**src/rtl/serial_adder_ctrl.sv**
```systemverilog
// Bit-serial adder: one full-adder cell sequenced LSB-first over WIDTH bits with valid/ready handshakes.
// Optional SERIAL_ADDER_SUB_EN adds a subtract mode (sub input) and a signed-overflow flag (ovf output).
module serial_adder_ctrl #(
   parameter int unsigned WIDTH = 8
) (
   input  logic             clk,
   input  logic             rst_n,
   input  logic             in_valid,
   output logic             in_ready,
   input  logic [WIDTH-1:0] a,
   input  logic [WIDTH-1:0] b,
   input  logic             cin,
   output logic             out_valid,
   input  logic             out_ready,
   output logic [WIDTH-1:0] sum,
   output logic             cout,
`ifdef SERIAL_ADDER_SUB_EN
   output logic             busy,
   input  logic             sub,
   output logic             ovf
`else
   output logic             busy
`endif
);

   localparam int unsigned CNT_W = (WIDTH > 1) ? $clog2(WIDTH) : 1;

   typedef enum logic [1:0] {
      IDLE = 2'd0,
      RUN  = 2'd1,
      DONE = 2'd2
   } state_t;

   state_t             state, state_nxt;
   logic [WIDTH-1:0]   a_sr, b_sr;
   logic [WIDTH-1:0]   b_load;
   logic               carry, carry_load;
   logic [CNT_W-1:0]   cnt;
   logic               load, step, last;
   logic               fa_s, fa_c;

   // Operand conditioning at the handshake: subtract is a + ~b + 1
`ifdef SERIAL_ADDER_SUB_EN
   assign b_load     = sub ? ~b : b;
   assign carry_load = sub ? 1'b1 : cin;
`else
   assign b_load     = b;
   assign carry_load = cin;
`endif

   // Full-adder cell on the current LSBs and the stored carry
   always_comb begin
      fa_s = a_sr[0] ^ b_sr[0] ^ carry;
      fa_c = (a_sr[0] & b_sr[0]) | (carry & (a_sr[0] ^ b_sr[0]));
      last = (cnt == CNT_W'(WIDTH - 1));
   end

   always_comb begin
      state_nxt = state;
      load      = 1'b0;
      step      = 1'b0;
      case (state)
         IDLE: begin
            if (in_valid && in_ready) begin
               load      = 1'b1;
               state_nxt = RUN;
            end
         end
         RUN: begin
            step = 1'b1;
            if (last) state_nxt = DONE;
         end
         DONE: begin
            if (out_valid && out_ready) state_nxt = IDLE;
         end
         default: state_nxt = IDLE;
      endcase
   end

   // State register with registered handshake/status flags tracking the next state
   always_ff @(posedge clk or negedge rst_n) begin
      if (!rst_n) begin
         state     <= IDLE;
         in_ready  <= 1'b1;
         out_valid <= 1'b0;
         busy      <= 1'b0;
      end else begin
         state     <= state_nxt;
         in_ready  <= (state_nxt == IDLE);
         out_valid <= (state_nxt == DONE);
         busy      <= (state_nxt == RUN);
      end
   end

   // Datapath: operand shifters, result shifter, carry and bit counter
   always_ff @(posedge clk or negedge rst_n) begin
      if (!rst_n) begin
         a_sr  <= '0;
         b_sr  <= '0;
         sum   <= '0;
         carry <= 1'b0;
         cnt   <= '0;
      end else if (load) begin
         a_sr  <= a;
         b_sr  <= b_load;
         carry <= carry_load;
         cnt   <= '0;
      end else if (step) begin
         a_sr  <= a_sr >> 1;
         b_sr  <= b_sr >> 1;
         sum   <= {fa_s, sum[WIDTH-1:1]};
         carry <= fa_c;
         cnt   <= cnt + CNT_W'(1);
      end
   end

   // The carry register holds the final carry once the last bit is done
   assign cout = carry;

`ifdef SERIAL_ADDER_SUB_EN
   // Signed overflow: carry into the MSB differs from carry out of it
   always_ff @(posedge clk or negedge rst_n) begin
      if (!rst_n) begin
         ovf <= 1'b0;
      end else if (step && last) begin
         ovf <= carry ^ fa_c;
      end
   end
`endif

endmodule

```
**config.mk**
```make
export PLATFORM = sky130hd
export DESIGN_NAME = serial_adder_ctrl
export DESIGN_NICKNAME = d
export VERILOG_FILES = /design/src/rtl/serial_adder_ctrl.sv
export SDC_FILE = /design/constraint.sdc
export NUM_CORES = 1
export LEC_CHECK = 0
export ABC_AREA = 1
export CORE_MARGIN = 3
export CORE_UTILIZATION = 52
export CTS_BUF_LIST = sky130_fd_sc_hd__clkbuf_4 sky130_fd_sc_hd__clkbuf_8
export DETAILED_ROUTE_END_ITERATION = 6
export PLACE_DENSITY = 0.8
export SKIP_CTS_REPAIR_TIMING = 1
export SLEW_MARGIN = 20
export SYNTH_ARGS = -nofsm -noshare
export SYNTH_HDL_FRONTEND = slang
export SYNTH_SLANG_ARGS = --single-unit
export TNS_END_PERCENT = 30
```
**constraint.sdc**
```tcl
create_clock -name clk -period 1.85 [get_ports clk]
set_clock_uncertainty 0.2 [all_clocks]
set_input_delay 0.37 -clock clk [delete_from_list [all_inputs] [get_ports clk]]
set_output_delay 0.37 -clock clk [all_outputs]
set_load 0.02 [all_outputs]
```
# == Yosys cells after proc, flatten, opt, wreduce, memory -nomap -nowiden ==
# Cells that the tools add are included.
# classes
n_reduce_logical,6
bitwise,6
mux,15
eq_ne,5
add_sub_neg,1
# ops
operator,count
two-way mux 8 bit,4
two-way mux 2 bit,3
two-way mux 3 bit,2
one-hot mux 2 bit (3 select lines),1
two-way mux 1 bit,5
== test 2 x 1 -> 1 bit (second input constant),2
== test 2 bit (second input constant),2
logical NOT 2 bit,2
adder 3 x 1 -> 3 bit (second input constant),1
== test 3 bit (second input constant),1
AND 1 bit,2
logical AND 1 bit,2
AND reduction 2 bit,1
nonzero test 2 bit,1
bitwise XOR 1 bit,2
inverter 1 bit,1
bitwise OR 1 bit,1
# word_totals
inputBits,21
wordCells,42
reg_bits,33
output_inout_bits,12

# == Logic depth before layout (Yosys ltp) ==
# Gate-level depths: netlist of run 1.
# logic_depth
word_depth,5
depth_mapped,7
depth_no_buf,6

# == Least setup slack after synthesis of run 1 ==
# OpenSTA, ideal clock, no wires.
# synth_path
path_type,register to register
start,register in_ready
end,register a_sr[1]
n_path_buf,1
setup_time_ns,0.117
path_stages_with_launch,7
synth_period_minus_slack_ns,1.565
arrival_time_ns,1.248
required_ns,1.533
slack_ns,0.285
path_cell_list,dfstp_2 -> nand2_1 -> inv_2 -> buf_1 -> nand3b_1 -> nand2_1 -> nand2_1
# synth_between
elab_chain_len,4
# synth_rtl
element,line,text
start: declaration,9,"output logic in_ready,"
start signal: assignment,89,in_ready <= (state_nxt == IDLE);
logical AND 1 bit (*),64,if (in_valid && in_ready) begin
two-way mux 1 bit (*),64,
two-way mux 1 bit (*),62,case (state)
two-way mux 8 bit / nonzero test 2 bit (equally long branches),--,
end signal: assignment,109,a_sr <= a_sr >> 1;
end: declaration,35,"logic [WIDTH-1:0] a_sr, b_sr;"
# Every way passes the cells marked *; elsewhere a longest branch is shown, timed or not.
# A chain may end at the register's enable or synchronous reset.

# == Worst setup path in the final report of run 1 ==
# layout_path
start,register in_ready
end,output in_ready
# No word-level cell between the ends.

==> flow_summary_export.csv, run 1 <==
group,metric,value,unit
outcome,result_of_the_run,"finished, final reports clean",
critical_path,timing.rr.start,"in_ready",
critical_path,worst_path_maximum_fanout,2,
synthesis,synth.most_common_cell,"nand2_1",
clocking,clock_tree.buffer_depth,2,
critical_path,worstSetupStartpointType,"flop",
critical_path,cell_with_the_largest_stage_delay_on_the_worst_path,"dfstp_2",
finish,area_of_the_multi_input_gates,641,um2
synthesis,top_cells_by_area_synth,"dfrtp_1 51%, nand2_1 18%, nand3_1 8.6%",
drt,dr.first_iter.drc_count,68,
finish,areaGrowthSynthToFinish,28.4,%
synthesis,postSynthNetCount,210,
global_routing,grt_pass1_wl,5260,um
finish,layout.cell_area.non_filler,2020,um2
clocking,insertion_delay,0.33,ns
sta,max_freq,602,MHz
critical_path,required,1.28,ns
global_routing,grt_pass1_vias,1280,
critical_path,timing.critical_path.to_type,"output port",
place,dp_hpwl,2090,um
critical_path,timing.reg2reg.worst_path_depth,5,
drt,vias,1318,
critical_path,critical_path.startpoint,"in_ready",
floorplanning,fp-row-count,19,
sta,holdWs,0.193,ns
drt,postRouteAntennaNets,0,
critical_path,timing.critical_path.depth,1,
pwr,p_leak,1.18,nW
drt,viasPerCell,5.23,
drt,drt_drc_violations_left,0,
critical_path,critPathMaxStageDelay,0.54,ns
finish,drive_above_1_share,9.05,%
sta,period_share,89.8,%
sta,worstMarginPinSlew,0.309,ns
critical_path,worst-endpoint-arrival,1.09,ns
sta,timing.final.hold_violations,0,
clocking,clk_pin_slew,0.10,ns
critical_path,regToRegSetupSlack,0.41,ns
floorplanning,core_region_area,2830,um2
floorplanning,die-area,3720,um2
finish,seq_area,827,um2
critical_path,worst_r2r_endpoint,"a_sr[3]",
place,postPlaceCellArea,1930,um2
global_routing,grt.overflow.total,0,
job,cap_violations,0,
min_path,holdCritPathClass,"input port to async pin",
sta,finalWorstPathRequiredPeriod,1.66,ns
critical_path,endpoint,"in_ready",
drt,routed_wirelength,3190,um
place,placed_cells_incl_taps,244,
synthesis,seq_cells_post_synth,33,
global_routing,grt_start_max_net_pins,34,
pwr,design_power_total,3.25,mW
synthesis,post_synth_edffs,0,
synthesis,synth_warnings,0,
clocking,tritoncts,"done",
clocking,cts.root.buffer_cell,"clkbuf_4",
sta,report.final.setup_viol,0,
synthesis,synthDominantAreaCellType,"dfrtp_1",
synthesis,synthCells,186,
floorplanning,floorplan.initialDensity,55.6,%
floorplanning,height_of_the_die,61.0,um
pwr,ir_drop_worst_case_vdd,0.723,mV
drt,wire_per_inst,12.7,um
synthesis,synth.top_cells.by_count,"76 x nand2_1, 32 x dfrtp_1, 27 x nand3_1, 11 x nand3b_1, 9 x o21ai_0",
clocking,clock_sink_count,33,
sta,grt_setup_unrepaired,"false",
critical_path,cp_num_buf_inv,1,
finish,fillers,211,
finish,final_core_area_utilization,71.4,%
global_routing,gr-usage-all-layers,19.5,%
floorplanning,die_width,61.0,um
clocking,cts_made_buffers,5,
critical_path,criticalPathCategory,"flop to output port",
clocking,cts_htree_levels,2,
synthesis,synth_cell_type_count,18,
drt,firstDrtPassIters,4,
synthesis,most_common_flop_cell_mapped_by_yosys,"dfrtp_1",
finish,final_net_count,244,
pwr,total_power_per_unit_cell_area,1610,nW/um2
sta,timing.slew.headroom,79.3,%
finish,finish.cell_count_without_fillers,252,
finish,antenna-diode-count,0,
critical_path,timing.critical_path.cells,"dlymetal6s2s_1",
synthesis,synthArstFlopShare,100,%
global_routing,antenna_found_initial,0,
critical_path,kind_of_cell_with_the_highest_combined_delay_on_the_critical_path,"flip-flops",
sta,slew_violations,0,
synthesis,syn_area,1570,um2
synthesis,post_synth.cell_area_avg,8.46,um2
place,place_congestion,0.767,
synthesis,yosys.area.top_type_share,50.9,%
synthesis,seq_area_frac_synth,52.5,%
floorplanning,io-pin-count,33,
place,portBuffers,32,
logic make-up after synthesis:
logic type               share of synthesized area (%)
buffers and inverters                             6.76
flip-flops                                        52.5
AND/OR/NAND/NOR                                   34.3
adder cells (fa/ha/maj)                           2.86
AO/OA/AOI/OAI                                     3.50
cell usage in the layout (no fill, tap or decap), types with 3 or more instances in the layout:
master / synthesis / layout
nand2_1: 76 / 76
inv_1: 8 / 8
clkbuf_4: 0 / 8
dlymetal6s2s_1: 0 / 12
buf_4: 4 / 3
nand3_1: 27 / 27
inv_2: 3 / 3
dfrtp_1: 32 / 32
nand3b_1: 11 / 11
o21ai_0: 9 / 9
clkdlybuf4s50_1: 0 / 20
sequential cells by signal, indices dropped and copies added, names as in the netlist:
signal and count:
cnt 3, busy 1, out_valid 1, cout 1, state 2, in_ready 1, b_sr 8, a_sr 8
sum 8
cell type report:
class | instances | area share (%)
clock buffer | 8 | 2.97
multi-input combinational | 132 | 31.7
timing repair buffer | 37 | 20.4
inverter | 11 | 2.04
sequential | 33 | 40.9
tap | 31 | 1.92
worst min path at each step:
stage               cells after the start  slack, ns  endpoint
finish                                  2       0.19      busy
global route                            2       0.18   a_sr[5]
CTS                                     2       0.18   b_sr[0]
detailed placement                      1       0.29    cnt[0]
global placement                        1       0.27    cnt[0]
floorplan                               0      -0.13   a_sr[0]
metal layers:
metal | global-route usage, % | vias up | share of wire, %
met5 | 0 | - | 0
met4 | 10.2 | 0 | 1.8
met3 | 5.66 | 7 | 4.3
met2 | 34.8 | 29 | 52
met1 | 20.8 | 621 | 42
li1 | - | 661 | -
power breakdown:
group	total (mW)	internal [mW]	leakage, nW	switching (mW)
registers	1.25	1.05	0.416	0.197
logic	1.58	0.617	0.725	0.961
clock network	0.427	0.195	0.0368	0.231
total	3.25	1.86	1.18	1.39
metrics by stage:
stage,setup TNS (ns),worst slack [ns]
3_3_place_gp,0,0.180
2_1_floorplan,0,0.285
5_1_grt,0,0.142
6_report,0,0.189
4_1_cts,-0.736,-0.212
3_5_place_dp,0,0.102
No activity file was read; power rests on OpenSTA's default activity.
==> run 2, diff against run 1 <==
Settings changed: ABC_AREA 1 to unset, CORE_UTILIZATION 52 to 51.
==> run 2 against run 1 <==
Effect of this change: global-route usage down 1.5 points; setup slack better by 0.0042 ns; wire length down 12%; critical path type unchanged; critical endpoint unchanged.
==> flow_summary_export.csv, run 2 <==
group,metric,value,unit
finish,antenna-diode-count,0,
synthesis,synth_cell_type_count,22,
floorplanning,io-pin-count,33,
sta,period_share,89.6,%
synthesis,post_synth.cell_area_avg,9.33,um2
synthesis,post_synth_edffs,0,
synthesis,yosys.area.top_type_share,56.4,%
sta,grt_setup_unrepaired,"false",
clocking,insertion_delay,0.33,ns
synthesis,postSynthNetCount,176,
critical_path,cp_num_buf_inv,1,
finish,commonest_non_fill_non_tap_cell_in_the_layout,"nand2_1",
clocking,clock_sink_count,33,
place,dp_hpwl,1890,um
critical_path,critPathMaxStageDelay,0.55,ns
critical_path,criticalPathCategory,"flop to output port",
drt,drt_drc_violations_left,0,
synthesis,top_cells_by_area_synth,"dfrtp_1 56%, nand2_1 15%, a31oi_1 4.9%",
global_routing,grt_pass1_wl,4820,um
global_routing,gr-usage-all-layers,18.0,%
critical_path,timing.critical_path.to_type,"output port",
critical_path,cell_with_the_largest_stage_delay_on_the_worst_path,"dfstp_2",
floorplanning,floorplan.initialDensity,55.3,%
job,cap_violations,0,
clocking,cts_made_buffers,5,
global_routing,grt_pass1_vias,1098,
finish,final_cell_mix,"58 x nand2_1, 32 x dfrtp_1, 20 x clkdlybuf4s50_1, 12 x dlymetal6s2s_1",
synthesis,synthDominantAreaCellType,"dfrtp_1",
synthesis,synthCells,152,
place,postPlaceCellArea,1760,um2
clocking,cts_htree_levels,2,
sta,setup_ws,0.193,ns
critical_path,timing.reg2reg.worst_path_depth,4,
clocking,clk_pin_slew,0.09,ns
synthesis,syn_area,1420,um2
synthesis,synthArstFlopShare,100,%
floorplanning,fp-row-count,18,
synthesis,most_common_flop_cell_mapped_by_yosys,"dfrtp_1",
finish,drive_above_1_share,8.56,%
finish,final_net_count,210,
drt,wire_per_inst,13.0,um
outcome,result_of_the_run,"finished, final reports clean",
critical_path,required,1.28,ns
global_routing,antenna_found_initial,0,
clocking,clock_tree.buffer_depth,2,
critical_path,worstSetupStartpointType,"flop",
critical_path,worst-endpoint-arrival,1.09,ns
synthesis,synth.top_cells.by_count,"58 x nand2_1, 32 x dfrtp_1, 11 x a31oi_1, 11 x nor2_1, 9 x nand3_1",
pwr,ir_drop_worst_case_vdd,1.21,mV
synthesis,synth_warnings,0,
critical_path,worst_path_maximum_fanout,3,
drt,dr.first_iter.drc_count,57,
finish,finish.cell_count_without_fillers,217,
place,place_ws,0.116,ns
synthesis,synth.most_common_cell,"nand2_1",
pwr,p_leak,1.05,nW
clocking,cts.root.buffer_cell,"clkbuf_4",
finish,biggestRegsByFlops,"a_sr (8), b_sr (8), sum (8)",
drt,postRouteAntennaNets,0,
synthesis,seq_cells_post_synth,33,
place,portBuffers,32,
critical_path,timing.critical_path.depth,1,
sta,max_freq,604,MHz
critical_path,timing.critical_path.cells,"dlymetal6s2s_1",
sta,worstMarginPinSlew,0.431,ns
place,place_congestion,0.681,
critical_path,kind_of_cell_with_the_highest_combined_delay_on_the_critical_path,"flip-flops",
floorplanning,die_width,58.7,um
sta,report.final.setup_viol,0,
sta,slew_violations,0,
floorplanning,die-area,3450,um2
global_routing,grt_start_max_net_pins,34,
sta,timing.final.hold_violations,0,
drt,vias,1170,
place,placed_cells_incl_taps,209,
min_path,holdCritPathClass,"input port to async pin",
clocking,tritoncts,"done",
floorplanning,core_region_area,2570,um2
drt,routed_wirelength,2820,um
drt,firstDrtPassIters,6,
drt,viasPerCell,5.39,
synthesis,seq_area_frac_synth,58.3,%
finish,layout.cell_area.non_filler,1860,um2
sta,timing.slew.headroom,71.1,%
sta,finalWorstPathRequiredPeriod,1.66,ns
pwr,total_power_per_unit_cell_area,1630,nW/um2
finish,areaGrowthSynthToFinish,31.1,%
floorplanning,height_of_the_die,58.7,um
global_routing,grt.overflow.total,0,
-- run 2: cell count changes after synthesis, moves of 3 or more --
cell	change
nand3_1	-18
nand3b_1	-11
inv_1	-7
o21ai_0	-6
inv_2	-3
nand2_1	-18
a22oi_1	+4
a31oi_1	+11
nor2_1	+10
-- run 2: path summary, 6_finish.rpt --
path | to | startpoint | slack, ns
worst max register to register | b_sr[2] | state[0] | 0.23
worst min register to register | sum[0] | sum[0] | 0.29
max in group asynchronous | in_ready | rst_n | 0.89
min in group clk | sum[0] | sum[0] | 0.29
worst max-delay path | in_ready | in_ready | 0.19
worst min-delay path | b_sr[2] | rst_n | 0.23
-- run 2: area by class of cell --
type	count	area (um2)
flip-flops and latches	33	827
repair buffers	38	395
well taps	30	37.5
inverters	1	3.75
fillers	199	707
clock inverters	1	5.00
multi-input cells	107	527
clock buffers	7	65.1
-- run 2: per-layer routing --
metal,track usage [%],vias to the layer above,part of all wire [%]
li1,-,566,-
met1,25.1,560,44
met2,27.4,42,48
met3,6.58,2,7.0
met4,2.91,0,0.85
met5,0,-,0
-- run 2: report_power, final --
part / switching (mW) / internal [mW] / leakage, nW
logic: 0.763 / 0.565 / 0.592
clock network: 0.231 / 0.220 / 0.0413
registers: 0.197 / 1.05 / 0.416
-- run 2: metrics by stage --
| stage | hold WS (ns) | util (%) | total power, mW | setup TNS [ns] |
|---|---|---|---|---|
| after floorplan | -0.126 | - | 2.16 | 0 |
| after global placement | 0.258 | 68.6 | 2.55 | 0 |
| after detailed placement | 0.274 | 68.6 | 2.62 | 0 |
| after CTS | 0.247 | 71.3 | 3.08 | -0.666 |
| after global routing | 0.246 | 72.5 | 3.29 | 0 |
| final | 0.234 | 72.5 | 3.03 | 0 |
-- run 2: logic make-up (layout without fill, tap and decap cells) --
logic type	after synthesis	after routing	synth area share [%]
flops	33	33	58.3
fa+ha+maj	3	3	3.17
compound gates	21	21	9.61
buf+inv	12	47	4.76
simple gates	83	83	24.2
==> run 3, diff against run 2 <==
Settings changed: CORE_UTILIZATION 51 to 28, PLACE_DENSITY 0.8 to 0.49.
==> run 3 against run 2 <==
Effect of this change: final cell count rose by 16%; setup slack worse by 0.14 ns; clock-buffer cell count stayed put; critical path type unchanged; critical endpoint is now sum[0].
==> flow_summary_export.csv, run 3 (synthesis gave the netlist of run 2 again) <==
group,metric,value,unit
outcome,result_of_the_run,"finished, final reports clean",
drt,postRouteAntennaNets,0,
global_routing,antenna_found_initial,0,
critical_path,cp_num_buf_inv,1,
drt,wire_per_inst,12.1,um
job,cap_violations,0,
drt,dr.first_iter.drc_count,72,
drt,firstDrtPassIters,5,
finish,commonest_non_fill_non_tap_cell_in_the_layout,"nand2_1",
sta,grt_setup_unrepaired,"false",
global_routing,grt_pass1_vias,1197,
global_routing,gr-usage-all-layers,11.3,%
sta,report.final.setup_viol,0,
clocking,clock_tree.buffer_depth,2,
critical_path,timing.critical_path.depth,1,
critical_path,worst-endpoint-arrival,1.23,ns
floorplanning,die_width,77.2,um
global_routing,grt_start_max_net_pins,34,
sta,timing.final.hold_violations,0,
critical_path,critPathMaxStageDelay,0.60,ns
pwr,ir_drop_worst_case_vdd,0.581,mV
drt,viasPerCell,4.53,
critical_path,worstSetupStartpointType,"flop",
place,dp_hpwl,1910,um
drt,vias,1141,
finish,antenna-diode-count,0,
place,place_congestion,0.702,
pwr,p_leak,1.04,nW
floorplanning,fp-row-count,25,
critical_path,cell_with_the_largest_stage_delay_on_the_worst_path,"clkdlybuf4s50_1",
drt,drt_drc_violations_left,0,
finish,areaGrowthSynthToFinish,36.7,%
place,postPlaceCellArea,1820,um2
pwr,total_power_per_unit_cell_area,1610,nW/um2
clocking,clk_pin_slew,0.06,ns
critical_path,kind_of_cell_with_the_highest_combined_delay_on_the_critical_path,"buffers and inverters",
finish,biggestRegsByFlops,"a_sr (8), b_sr (8), sum (8)",
sta,worstMarginPinSlew,0.413,ns
sta,finalWorstPathRequiredPeriod,1.80,ns
sta,setup_ws,0.0493,ns
critical_path,criticalPathCategory,"flop to output port",
critical_path,timing.reg2reg.worst_path_depth,4,
clocking,cts_htree_levels,2,
pwr,design_power_total,3.11,mW
floorplanning,floorplan.initialDensity,29.5,%
drt,routed_wirelength,3050,um
finish,final_cell_mix,"58 x nand2_1, 32 x dfrtp_1, 22 x clkdlybuf4s50_1, 11 x nor2_1, 11 x a31oi_1",
finish,final_net_count,209,
clocking,insertion_delay,0.28,ns
finish,layout.cell_area.non_filler,1940,um2
floorplanning,core_region_area,4820,um2
sta,slew_violations,0,
global_routing,grt_pass1_wl,5330,um
place,portBuffers,32,
floorplanning,die-area,5960,um2
clocking,cts_made_buffers,5,
clocking,cts.root.buffer_cell,"clkbuf_8",
floorplanning,io-pin-count,33,
sta,period_share,97.3,%
critical_path,timing.critical_path.to_type,"output port",
clocking,clock_sink_count,33,
min_path,holdCritPathClass,"input port to async pin",
sta,timing.slew.headroom,72.3,%
sta,max_freq,555,MHz
critical_path,worst_path_maximum_fanout,2,
place,place_ws,0.118,ns
finish,final_core_area_utilization,40.3,%
finish,fillers,482,
critical_path,timing.critical_path.cells,"clkdlybuf4s50_1",
floorplanning,height_of_the_die,77.2,um
finish,drive_above_1_share,7.57,%
critical_path,required,1.28,ns
global_routing,grt.overflow.total,0,
clocking,tritoncts,"done",
-- run 3: cell count changes in the layout (fill, tap and decap cells not counted) --
cell | previous run | this run
clkbuf_4 | 5 | 1
clkbuf_8 | 2 | 6
buf_4 | 6 | 3
buf_12 | 0 | 2
clkdlybuf4s50_1 | 20 | 22
dlymetal6s2s_1 | 12 | 10
clkinv_2 | 1 | 0
-- run 3: per-layer routing --
metal	up-vias	track usage [%]	part of all wire, %
met1	543	13.5	45
met5	-	0	0
met2	31	18.2	48
met3	4	5.05	5.8
li1	563	-	-
met4	0	3.20	0.59
-- run 3: through the flow --
| stage | hold WS [ns] | std cells | setup TNS [ns] |
|---|---|---|---|
| 5_1_grt | 0.284 | 252 | 0 |
| 6_report | 0.263 | 252 | 0 |
| 3_3_place_gp | 0.258 | 245 | 0 |
| 3_5_place_dp | 0.270 | 245 | 0 |
| 4_1_cts | 0.267 | 252 | -0.187 |
| 2_1_floorplan | -0.126 | 152 | 0 |
-- run 3: cell type report --
type / instances / area, um2 / share of cell area (%)
inverters: 1 / 3.75 / 0.194
clock buffers: 7 / 90.1 / 4.65
flip-flops and latches: 33 / 827 / 42.6
multi-input cells: 107 / 527 / 27.2
well taps: 67 / 83.8 / 4.32
repair buffers: 37 / 408 / 21.0
-- run 3: power by group --
group	internal (mW)	switching [mW]
logic	0.562	0.764
registers	1.05	0.188
clock network	0.309	0.238
total	1.92	1.19
-- run 3: worst paths after layout --
kind | endpoint | slack [ns] | from
worst max-delay path | sum[0] | 0.05 | sum[0]
worst min-delay path | sum[1] | 0.26 | rst_n
worst max register to register | cout | 0.40 | in_ready
worst min register to register | sum[0] | 0.29 | sum[0]
max in group asynchronous | in_ready | 0.95 | rst_n
min in group clk | sum[0] | 0.29 | sum[0]
